**src/rtl/parity_rx_if.sv**
```systemverilog
// Receive-side bus of the serial parity checker: serial beat inputs plus
// the assembled word, status flags and link-health counter.
interface parity_rx_if #(
  parameter int BW_DATA = 8,
  parameter int BW_CNT  = 8
);
  logic               i_bit;
  logic               i_bit_vld;
  logic               i_sop;
  logic               i_clr_cnt;
  logic [BW_DATA-1:0] o_data;
  logic               o_vld;
  logic               o_err;
  logic [BW_CNT-1:0]  o_err_cnt;
  logic               o_busy;

  // Upstream side: drives serial beats, observes the checker results
  modport master (
    output i_bit, i_bit_vld, i_sop, i_clr_cnt,
    input  o_data, o_vld, o_err, o_err_cnt, o_busy
  );

  // Checker side
  modport slave (
    input  i_bit, i_bit_vld, i_sop, i_clr_cnt,
    output o_data, o_vld, o_err, o_err_cnt, o_busy
  );
endinterface

```
**src/rtl/parity_rx.sv**
```systemverilog
// Serial parity receiver: deserializes BW_DATA data bits (LSB first) plus a
// parity bit, flags parity mismatches and keeps a saturating error count.
module parity_rx #(
  parameter int BW_DATA    = 8,
  parameter bit PARITY_ODD = 1'b0,
  parameter int BW_CNT     = 8
) (
  input logic        i_clk,
  input logic        i_rst,
  parity_rx_if.slave bus
);

  localparam int                CW       = $clog2(BW_DATA) + 1;
  localparam logic [CW-1:0]     LAST_IDX = CW'(BW_DATA - 1);
  localparam logic [CW-1:0]     FIRST_CNT = CW'(1);
  localparam logic [BW_CNT-1:0] CNT_MAX  = '1;

  typedef enum logic [1:0] {
    IDLE = 2'd0,
    DATA = 2'd1,
    PAR  = 2'd2
  } state_t;

  state_t             state_q, state_d;
  logic [CW-1:0]      cnt_q, cnt_d;
  logic [BW_DATA-1:0] shreg_q, shreg_d;
  logic [BW_DATA-1:0] data_q, data_d;
  logic               vld_q, vld_d;
  logic               err_q, err_d;
  logic [BW_CNT-1:0]  err_cnt_q, err_cnt_d;
  logic               frame_done;
  logic               frame_err;

  // Mismatch between received parity and the parity the word should carry
  function automatic logic parity_check(input logic [BW_DATA-1:0] word,
                                        input logic               p);
    return (^word) ^ p ^ PARITY_ODD;
  endfunction

  // Counter increment that sticks at all-ones instead of wrapping
  function automatic logic [BW_CNT-1:0] sat_inc(input logic [BW_CNT-1:0] v);
    return (v == CNT_MAX) ? v : v + BW_CNT'(1);
  endfunction

  // Writes one bit into the word at the position held by the bit counter
  function automatic logic [BW_DATA-1:0] insert_bit(input logic [BW_DATA-1:0] w,
                                                    input logic [CW-1:0]      idx,
                                                    input logic               b);
    logic [BW_DATA-1:0] r;
    r = w;
    for (int i = 0; i < BW_DATA; i++) begin
      if (idx == CW'(i)) r[i] = b;
    end
    return r;
  endfunction

  // FSM state, bit counter and shift register
  always_ff @(posedge i_clk) begin
    if (i_rst) begin
      state_q <= IDLE;
      cnt_q   <= '0;
      shreg_q <= '0;
    end else begin
      state_q <= state_d;
      cnt_q   <= cnt_d;
      shreg_q <= shreg_d;
    end
  end

  // Next-state: a valid SOP beat always (re)starts a frame, so a partial
  // frame is silently dropped when a new SOP arrives mid-frame
  always_comb begin
    state_d = state_q;
    cnt_d   = cnt_q;
    shreg_d = shreg_q;
    if (bus.i_bit_vld) begin
      if (bus.i_sop) begin
        shreg_d = {{(BW_DATA-1){1'b0}}, bus.i_bit};
        cnt_d   = FIRST_CNT;
        state_d = DATA;
      end else begin
        case (state_q)
          IDLE: begin
            state_d = IDLE;
          end
          DATA: begin
            shreg_d = insert_bit(shreg_q, cnt_q, bus.i_bit);
            cnt_d   = cnt_q + FIRST_CNT;
            if (cnt_q == LAST_IDX) state_d = PAR;
          end
          PAR: begin
            cnt_d   = '0;
            state_d = IDLE;
          end
          default: begin
            cnt_d   = '0;
            state_d = IDLE;
          end
        endcase
      end
    end
  end

  // Output decode: the parity beat in PAR completes a frame; the clear
  // request overrides any increment landing in the same cycle
  always_comb begin
    frame_done = bus.i_bit_vld && !bus.i_sop && (state_q == PAR);
    frame_err  = parity_check(shreg_q, bus.i_bit);
    data_d     = data_q;
    err_d      = err_q;
    vld_d      = 1'b0;
    err_cnt_d  = err_cnt_q;
    if (frame_done) begin
      vld_d  = 1'b1;
      data_d = shreg_q;
      err_d  = frame_err;
      if (frame_err) err_cnt_d = sat_inc(err_cnt_q);
    end
    if (bus.i_clr_cnt) err_cnt_d = '0;
  end

  // Registered outputs; word and flag hold until the next completed frame
  always_ff @(posedge i_clk) begin
    if (i_rst) begin
      data_q    <= '0;
      vld_q     <= 1'b0;
      err_q     <= 1'b0;
      err_cnt_q <= '0;
    end else begin
      data_q    <= data_d;
      vld_q     <= vld_d;
      err_q     <= err_d;
      err_cnt_q <= err_cnt_d;
    end
  end

  assign bus.o_data    = data_q;
  assign bus.o_vld     = vld_q;
  assign bus.o_err     = err_q;
  assign bus.o_err_cnt = err_cnt_q;
  assign bus.o_busy    = (state_q != IDLE);

endmodule

```
**src/flat_wrapper.sv**
```systemverilog
// flat-port wrapper written by rule: the top's interface ports become plain ports
module parity_rx_flat 
#(
  parameter int BW_DATA    = 8,
  parameter bit PARITY_ODD = 1'b0,
  parameter int BW_CNT     = 8
)
  (i_clk, i_rst, bus_i_bit, bus_i_bit_vld, bus_i_sop, bus_i_clr_cnt, bus_o_data, bus_o_vld, bus_o_err, bus_o_err_cnt, bus_o_busy);
  parity_rx_if #(.BW_DATA(BW_DATA), .BW_CNT(BW_CNT)) bus_i ();
  input logic i_clk;
  input logic i_rst;
  input wire logic [$bits(bus_i.i_bit)-1:0] bus_i_bit;
  input wire logic [$bits(bus_i.i_bit_vld)-1:0] bus_i_bit_vld;
  input wire logic [$bits(bus_i.i_sop)-1:0] bus_i_sop;
  input wire logic [$bits(bus_i.i_clr_cnt)-1:0] bus_i_clr_cnt;
  output wire logic [$bits(bus_i.o_data)-1:0] bus_o_data;
  output wire logic [$bits(bus_i.o_vld)-1:0] bus_o_vld;
  output wire logic [$bits(bus_i.o_err)-1:0] bus_o_err;
  output wire logic [$bits(bus_i.o_err_cnt)-1:0] bus_o_err_cnt;
  output wire logic [$bits(bus_i.o_busy)-1:0] bus_o_busy;
  assign bus_i.i_bit = bus_i_bit;
  assign bus_i.i_bit_vld = bus_i_bit_vld;
  assign bus_i.i_sop = bus_i_sop;
  assign bus_i.i_clr_cnt = bus_i_clr_cnt;
  assign bus_o_data = bus_i.o_data;
  assign bus_o_vld = bus_i.o_vld;
  assign bus_o_err = bus_i.o_err;
  assign bus_o_err_cnt = bus_i.o_err_cnt;
  assign bus_o_busy = bus_i.o_busy;
  parity_rx #(.BW_DATA(BW_DATA), .PARITY_ODD(PARITY_ODD), .BW_CNT(BW_CNT)) u_core (.i_clk(i_clk), .i_rst(i_rst), .bus(bus_i));
endmodule
```
**config.mk**
```make
export PLATFORM = sky130hd
export DESIGN_NAME = parity_rx_flat
export DESIGN_NICKNAME = d
export VERILOG_FILES = /design/src/rtl/parity_rx_if.sv /design/src/rtl/parity_rx.sv /design/src/flat_wrapper.sv
export SDC_FILE = /design/constraint.sdc
export NUM_CORES = 1
export LEC_CHECK = 0
export CORE_ASPECT_RATIO = 0.6
export CORE_MARGIN = 5
export CORE_UTILIZATION = 56
export CTS_CLUSTER_SIZE = 20
export DETAILED_ROUTE_END_ITERATION = 7
export PLACE_DENSITY = 0.83
export SLEW_MARGIN = 20
export SYNTH_ARGS = -nofsm -noshare
export SYNTH_HDL_FRONTEND = slang
export SYNTH_SLANG_ARGS = --single-unit
```
**constraint.sdc**
```tcl
create_clock -name i_clk -period 3.2 [get_ports i_clk]
set_input_delay 0.64 -clock i_clk [delete_from_list [all_inputs] [get_ports i_clk]]
set_output_delay 0.64 -clock i_clk [all_outputs]
set_load 0.005 [all_outputs]
```
Word-level counts from Yosys, hierarchy flattened:

Cells that the tools add are included.
W data, S select, Z words.

* add/sub/neg operators: 2
* equality and inequality tests: 12
* mux-type cells: 16
* bitwise gates (word level): 2
* reductions and logical operators: 28

Operator list (number)
* $reduce_and A3 Y1: 9
* $reduce_bool A2 Y1: 10
* $eq A4 B3 Y1 const B: 4
* $mux W8: 2
* $mux W1: 9
* $add A8 B1 Y8 const B: 1
* $eq A4 B2 Y1 const B: 2
* $eq A8 B8 Y1 const B: 1
* $pmux W4 S2: 1
* $reduce_xor A8 Y1: 1
* $mux W2: 3
* $add A4 B1 Y4 const B: 1
* $eq A4 B1 Y1 const B: 1
* $logic_not A4 Y1: 1
* $mux W4: 1
* $reduce_and A2 Y1: 2
* $ne A3 B2 Y1 const B: 1
* $eq A2 B1 Y1 const B: 1
* $eq A2 B2 Y1 const B: 1
* $logic_and A1 B1 Y1: 2
* $logic_not A2 Y1: 1
* $ne A2 B2 Y1 const B: 1
* $reduce_or A2 Y1: 1
* $logic_not A1 Y1: 1
* 2 further kinds: 2

* register bits after elaboration: 32
* output and inout port bits: 19
* logic and storage cells: 74

Depth between registers and ports, before layout:

Gate-level depths: netlist (run 1).

* depth after elaboration: 4
* gate-level depth with buffers: 7
* depth with buffers taken out: 5

Worst setup path after synthesis (run 1):

No wires, ideal clock.

* kind: input to register
* start point: in bus_i_bit_vld
* end point: reg u_core.err_cnt_q[5] (netlist: u_core.bus.o_err_cnt[5])
* setup time: 0.070 ns
* arrival: 2.199 ns
* slack: 0.931 ns
* cell stages on the path: 6
* path buffers: 1
* cell sequence: buf_2 > inv_1 > or4_4 > a211o_1 > or4_1 > a21oi_1

* longest elaborated chain between the ends: 3

Ends and longest elaborated chain
* start: declaration: RTL line flat_wrapper.sv:13 `input wire logic [$bits(bus_i.i_bit_vld)-1:0] bus_i_bit_vld;`
* $logic_and A1 B1 Y1 (2 in a row): RTL line parity_rx.sv:107 `frame_done = bus.i_bit_vld && !bus.i_sop && (state_q == PAR);`
* $reduce_and A3 Y1 (no line)
* end signal: assignment: RTL line parity_rx.sv:133 `err_cnt_q <= err_cnt_d;`
* end: declaration: RTL line parity_rx.sv:30 `logic [BW_CNT-1:0] err_cnt_q, err_cnt_d;`

No other way between the ends.
A chain may end at the register's enable or synchronous reset.

Worst setup path in the final report (run 1):

Same ends and word-level chain as after synthesis.

==> results.toml, run 1 <==
[status]
status = "finished clean"

[clocking]
path_clk_slew_ns = 0.06
cts_buffers = 5
cts.sinks = 32
postCtsResizedCells = 0
clock_latency_ns = 0.28
ctsHoldBuffers = 0
htree_levels = 2
cts_tree = "done"
root_buffer = "clkbuf_8"
cts_setup_buffers = 0
clockBufferDepth = 2

[placed_design]
place_inst = 242
place_congestion = 0.8852
io_buffers = 24
dp_hpwl_um = 2701

[logic_synthesis]
synth_top_family_by_area = "simple AND/OR/NAND/NOR gates"
postSynthCellCount = 191
syn_area_um2 = 1534
synth_enable_flop_cells = 0
ys_seq_area_share_pct = 41.76
synthArstFlopShare_pct = 0
synth_mux_area_share_pct = 1.958
syn_nets = 202
avgSynthCellArea_um2 = 8.031
synth_ff_type = "dfxtp_1"
synth_xor_area_share_pct = 4.894
ys_warn_count = 0
synth-simple-area-share_pct = 25.61
synth.ff_latch_count = 32
synthAdderAreaFrac_pct = 4.078
netlist-cell-type-count = 32
synth_compound_area_share_pct = 16.88

[final_layout]
final_cell_mix = "nand2_1, dfxtp_1, a21oi_1, clkdlybuf4s50_1, nand3_1"
multi_input_area_um2 = 819.5
drive_gt1_share_pct = 7.339
final_cells = 250
area_delta_synth_final_pct = 23.98
register_area_um2 = 640.6
nets = 228
fill_cells = 193
n_antenna_cell = 0

[drt]
drt_iter0_drc = 103
routed.top_layer = "met4"
wl_met2_um = 1853
vias = 1477
dr.pass1.iters = 4
remaining_drc_errors = 0
viasPerCell = 5.908
route.met3.wl_um = 254
wl_per_cell_um = 15.62
routed_wl_um = 3904
drtAntennaViolNets = 0
wl_met1_um = 1719

[power_and_ir_drop]
finalPower_mw = 0.7871
p_leak_nw = 0.6473
p_per_area_nw_per_um2 = 413.9
max-vdd-ir-drop_mv = 0.2947

[sta]
post-route-period-util_pct = 81.78
timing.setup.tns_ns = 0
hold_viol_final = 0
rsz0062_at_grt = "no"
worst_pin_slew_ns = 0.5161
slew_headroom_pct = 65.52
clock_skew_ns = 0.002823
setup_viol = 0
holdWs_ns = 0.4604
min_period_ns = 2.617
slew_violations = 0
max_freq_mhz = 382.1

[setup_path]
cp_max_fo = 8
cp.required_ns = 3.41
crit_type = "in2reg"
cp.arrival_ns = 2.83
cp_slowest_cell = "clkdlybuf4s50_1"
critPathCaptureType = "register"
cp-start-kind = "input port"
crit_chain = "clkdlybuf4s50_1 -> inv_1 -> or4_4 -> a211o_1 -> or4_1 -> a21oi_1"
max_stage_delay_ns = 0.62
cpLargestDelayFamily = "simple AND/OR/NAND/NOR gates"
reg2reg_setup_slack_ns = 1.03
critPathBufInv = 2

[grt]
grt_overflow_total = 0
grt_pass1_vias = 1457
grt_usage_pct = 21.75
grt_first_pass_wirelength_um = 6665
antenna_found_initial = 0
grt_max_degree = 27

[flow_run]
drv_cap = 0

[floorplanning]
die_h_um = 50.54
placementRows = 14
start_util_pct = 59.98
io_pins = 25
dieArea_um2 = 3920
die_w_um = 77.57
coreArea_um2 = 2557

[hold_path]
hp-class = "reg2reg"
per-layer routing:
layer,GRT usage (%),vias up
met3,6.786,10
met4,10.86,0
met5,0,-
met2,35.47,55
li1,-,729
met1,26.22,683
worst paths after layout:
| kind | from | to | cells past startpoint |
|---|---|---|---|
| max | bus_i_bit_vld | u_core.bus.o_err_cnt[5]$_SDFFE_PP0P_ | 6 |
| min | u_core.bus.o_data[5]$_SDFFE_PP0P_ | u_core.bus.o_data[5]$_SDFFE_PP0P_ | 2 |
| max reg2reg | u_core.state_q[1]$_SDFFE_PP0P_ | u_core.bus.o_err_cnt[5]$_SDFFE_PP0P_ | 5 |
| min reg2reg | u_core.bus.o_data[5]$_SDFFE_PP0P_ | u_core.bus.o_data[5]$_SDFFE_PP0P_ | 2 |
cell families (layout without fill, tap and decap cells):
logic type,Yosys count,in the layout
and+or+nand+nor,81,81
adders and majority gates,5,5
muxes,3,3
DFF,32,32
buffers and inverters,18,45
xor gates and xnor gates,7,7
AOI/OAI and AO/OA,45,45
cells in the mapped netlist, drive strengths merged (3+ instances only):
cell type | count | area [um2]
inv | 7 | 26.27
o21ai | 7 | 35.03
nand2 | 32 | 120.1
dfxtp | 32 | 640.6
clkbuf | 8 | 30.03
o31ai | 4 | 30.03
mux2i | 3 | 30.03
nand4 | 3 | 18.77
a21oi | 26 | 130.1
buf | 3 | 17.52
nand3 | 15 | 75.07
or4 | 7 | 56.30
ha | 5 | 62.56
nor2 | 10 | 37.54
nor3 | 4 | 20.02
xnor2 | 6 | 52.55
through the flow:
stage / worst slack (ns) / util, % / area [um2]
2_1_floorplan: 0.9309 / - / 1534
3_3_place_gp: 0.4118 / 70.84 / 1812
3_5_place_dp: 0.3409 / 70.84 / 1812
4_1_cts: 0.6106 / 74.36 / 1902
5_1_grt: 0.4972 / 74.36 / 1902
6_report: 0.5831 / 74.36 / 1902
sequential cells by signal (all words and copies together), names as in the netlist:
name                  cells
u_core.bus.o_data         8
u_core.bus.o_err          1
u_core.bus.o_err_cnt      8
u_core.bus.o_vld          1
u_core.cnt_q              4
u_core.shreg_q            8
u_core.state_q            2
power breakdown:
part	total (mW)	switching, mW	internal (mW)
Sequential	0.407	0.00536	0.402
Clock	0.319	0.143	0.175
Combinational	0.0613	0.0373	0.0240
area by class of cell:
cell class                 count  share of cell area (%)
multi-input combinational    141                   43.09
sequential                    32                   33.68
timing repair buffer          30                   15.00
clock buffer                   8                   4.737
tap                           32                   2.105
inverter                       7                   1.382
worst register-to-register path, cell delays in order (launching register included):
cell and delay (ns):
dfxtp_1 0.50, inv_2 0.08, or4_4 0.54, a211o_1 0.35, or4_1 0.49, a21oi_1 0.15
(Power assumes the default switching activity.)
==> run 2: changes to the inputs <==
- CORE_UTILIZATION: 56 -> 52
- PLACE_DENSITY: 0.83 -> 0.78
- clock period: 3.2 -> 2.7 ns (I/O delays scaled with it)
==> results.toml, run 2 (synthesis results as in run 1) <==
[setup_path]
timing.rr.start = "u_core.state_q[0]$_SDFFE_PP0P_"
cp_max_fo = 6
max_stage_delay_ns = 0.50
worstReg2RegEnd = "u_core.bus.o_err_cnt[7]$_SDFFE_PP0P_"
cp_slowest_cell = "or4_1"
cp.required_ns = 2.92
crit_type = "in2reg"
reg2reg_setup_slack_ns = 0.63
critPathCaptureType = "register"
cp-start-kind = "input port"
r2r_cells = 4
crit_chain = "clkdlybuf4s50_1 -> inv_1 -> or4_4 -> a211o_1 -> or4_1 -> a21oi_1"
cp.arrival_ns = 2.52

[clocking]
postCtsResizedCells = 0
cts_buffers = 5
cts_tree = "done"
htree_levels = 2
root_buffer = "clkbuf_8"
cts_setup_buffers = 0
cts.sinks = 32
path_clk_slew_ns = 0.07
ctsHoldBuffers = 0
clock_latency_ns = 0.28
clockBufferDepth = 2

[power_and_ir_drop]
p_per_area_nw_per_um2 = 512.4
max-vdd-ir-drop_mv = 0.3304
p_leak_nw = 0.6769

[hold_path]
min-delay-start = "u_core.bus.o_data[0]$_SDFFE_PP0P_"
hold-path-endpoint = "u_core.bus.o_data[0]$_SDFFE_PP0P_"
hold_depth = 2
hp-class = "reg2reg"

[floorplanning]
start_util_pct = 53.77
dieArea_um2 = 4172
io_pins = 25
die_h_um = 52.07
die_w_um = 80.12
placementRows = 15
coreArea_um2 = 2853

[status]
status = "finished clean"

[grt]
grt_pass1_vias = 1427
grt_max_degree = 27
antenna_found_initial = 0
grt_usage_pct = 20.58
grt_overflow_total = 0
grt_first_pass_wirelength_um = 6520

[sta]
slew_violations = 0
timing.setup.tns_ns = 0
fin_ws_ns = 0.3934
rsz0062_at_grt = "no"
slew_headroom_pct = 60.59
setup_viol = 0
post-route-period-util_pct = 85.43
worst_pin_slew_ns = 0.5899
hold_viol_final = 0
max_freq_mhz = 433.5
min_period_ns = 2.307
holdWs_ns = 0.4600
clock_skew_ns = 0.006741

[placed_design]
placed_area_um2 = 1854
io_buffers = 24
dp_slack_ns = 0.1226
dp_hpwl_um = 2864
place_congestion = 0.8665

[final_layout]
fill_cells = 234
final_cell_mix = "nand2_1, dfxtp_1, a21oi_1, clkdlybuf4s50_1, nand3_1"
drive_gt1_share_pct = 9.459
nets = 232
final_util_pct = 68.77
multi_input_area_um2 = 819.5
stdcell_area_um2 = 1962
area_delta_synth_final_pct = 27.90
n_antenna_cell = 0
register_area_um2 = 640.6

[flow_run]
drv_cap = 0

[drt]
drt_iter0_drc = 109
remaining_drc_errors = 0
routed_wl_um = 3826
vias = 1499
wl_per_cell_um = 14.49
drtAntennaViolNets = 0
viasPerCell = 5.678
dr.pass1.iters = 5
==> run 2: worst max-delay path, delay by kind of cell <==
kind / cells / cell delay [ns]
compound gates: 2 / 0.52
simple gates: 2 / 0.92
buf+inv: 2 / 0.54
==> run 2: final cells by class <==
| type | count | share of cell area [%] |
|---|---|---|
| multi-input combinational | 141 | 41.77 |
| sequential | 32 | 32.65 |
| timing repair buffer | 34 | 16.07 |
| clock buffer | 6 | 3.699 |
| tap | 42 | 2.679 |
| clock inverter | 2 | 1.786 |
| inverter | 7 | 1.339 |
==> run 2: where the power goes <==
part	internal [mW]	switching, mW	leakage (nW)	total (mW)
clock	0.274	0.174	0.0552	0.448
sequential	0.476	0.00679	0.258	0.483
combinational	0.0310	0.0437	0.363	0.0746
==> run 2: how the worst max path moves through the flow <==
| stage | start | endpoint | slack, ns | cells past startpoint |
|---|---|---|---|---|
| 2_1_floorplan | bus_i_bit_vld | u_core.bus.o_err_cnt[5]$_SDFFE_PP0P_ | 0.53 | 6 |
| 3_3_place_gp | bus_i_bit_vld | u_core.bus.o_err_cnt[7]$_SDFFE_PP0P_ | 0.21 | 6 |
| 3_5_place_dp | bus_i_bit_vld | u_core.bus.o_err_cnt[7]$_SDFFE_PP0P_ | 0.12 | 6 |
| 4_1_cts | bus_i_bit_vld | u_core.bus.o_err_cnt[7]$_SDFFE_PP0P_ | 0.41 | 6 |
| 5_1_grt | bus_i_bit_vld | u_core.bus.o_err_cnt[7]$_SDFFE_PP0P_ | 0.32 | 6 |
| 6_report | bus_i_bit_vld | u_core.bus.o_err_cnt[7]$_SDFFE_PP0P_ | 0.39 | 6 |
==> run 2: metrics by stage <==
step / power [mW] / std cells
6_report: 1.005 / 264
5_1_grt: 1.042 / 264
4_1_cts: 1.008 / 264
3_5_place_dp: 0.5661 / 256
3_3_place_gp: 0.5630 / 256
2_1_floorplan: 0.5374 / 191
==> run 2: metal layers <==
metal  global-route usage (%)  vias up  share of wire, %
met2                    31.59       51                45
li1                         -      733                 -
met4                    9.270        0              0.99
met1                    27.20      708                48
met3                    5.363        7               5.9
met5                        0        -                 0
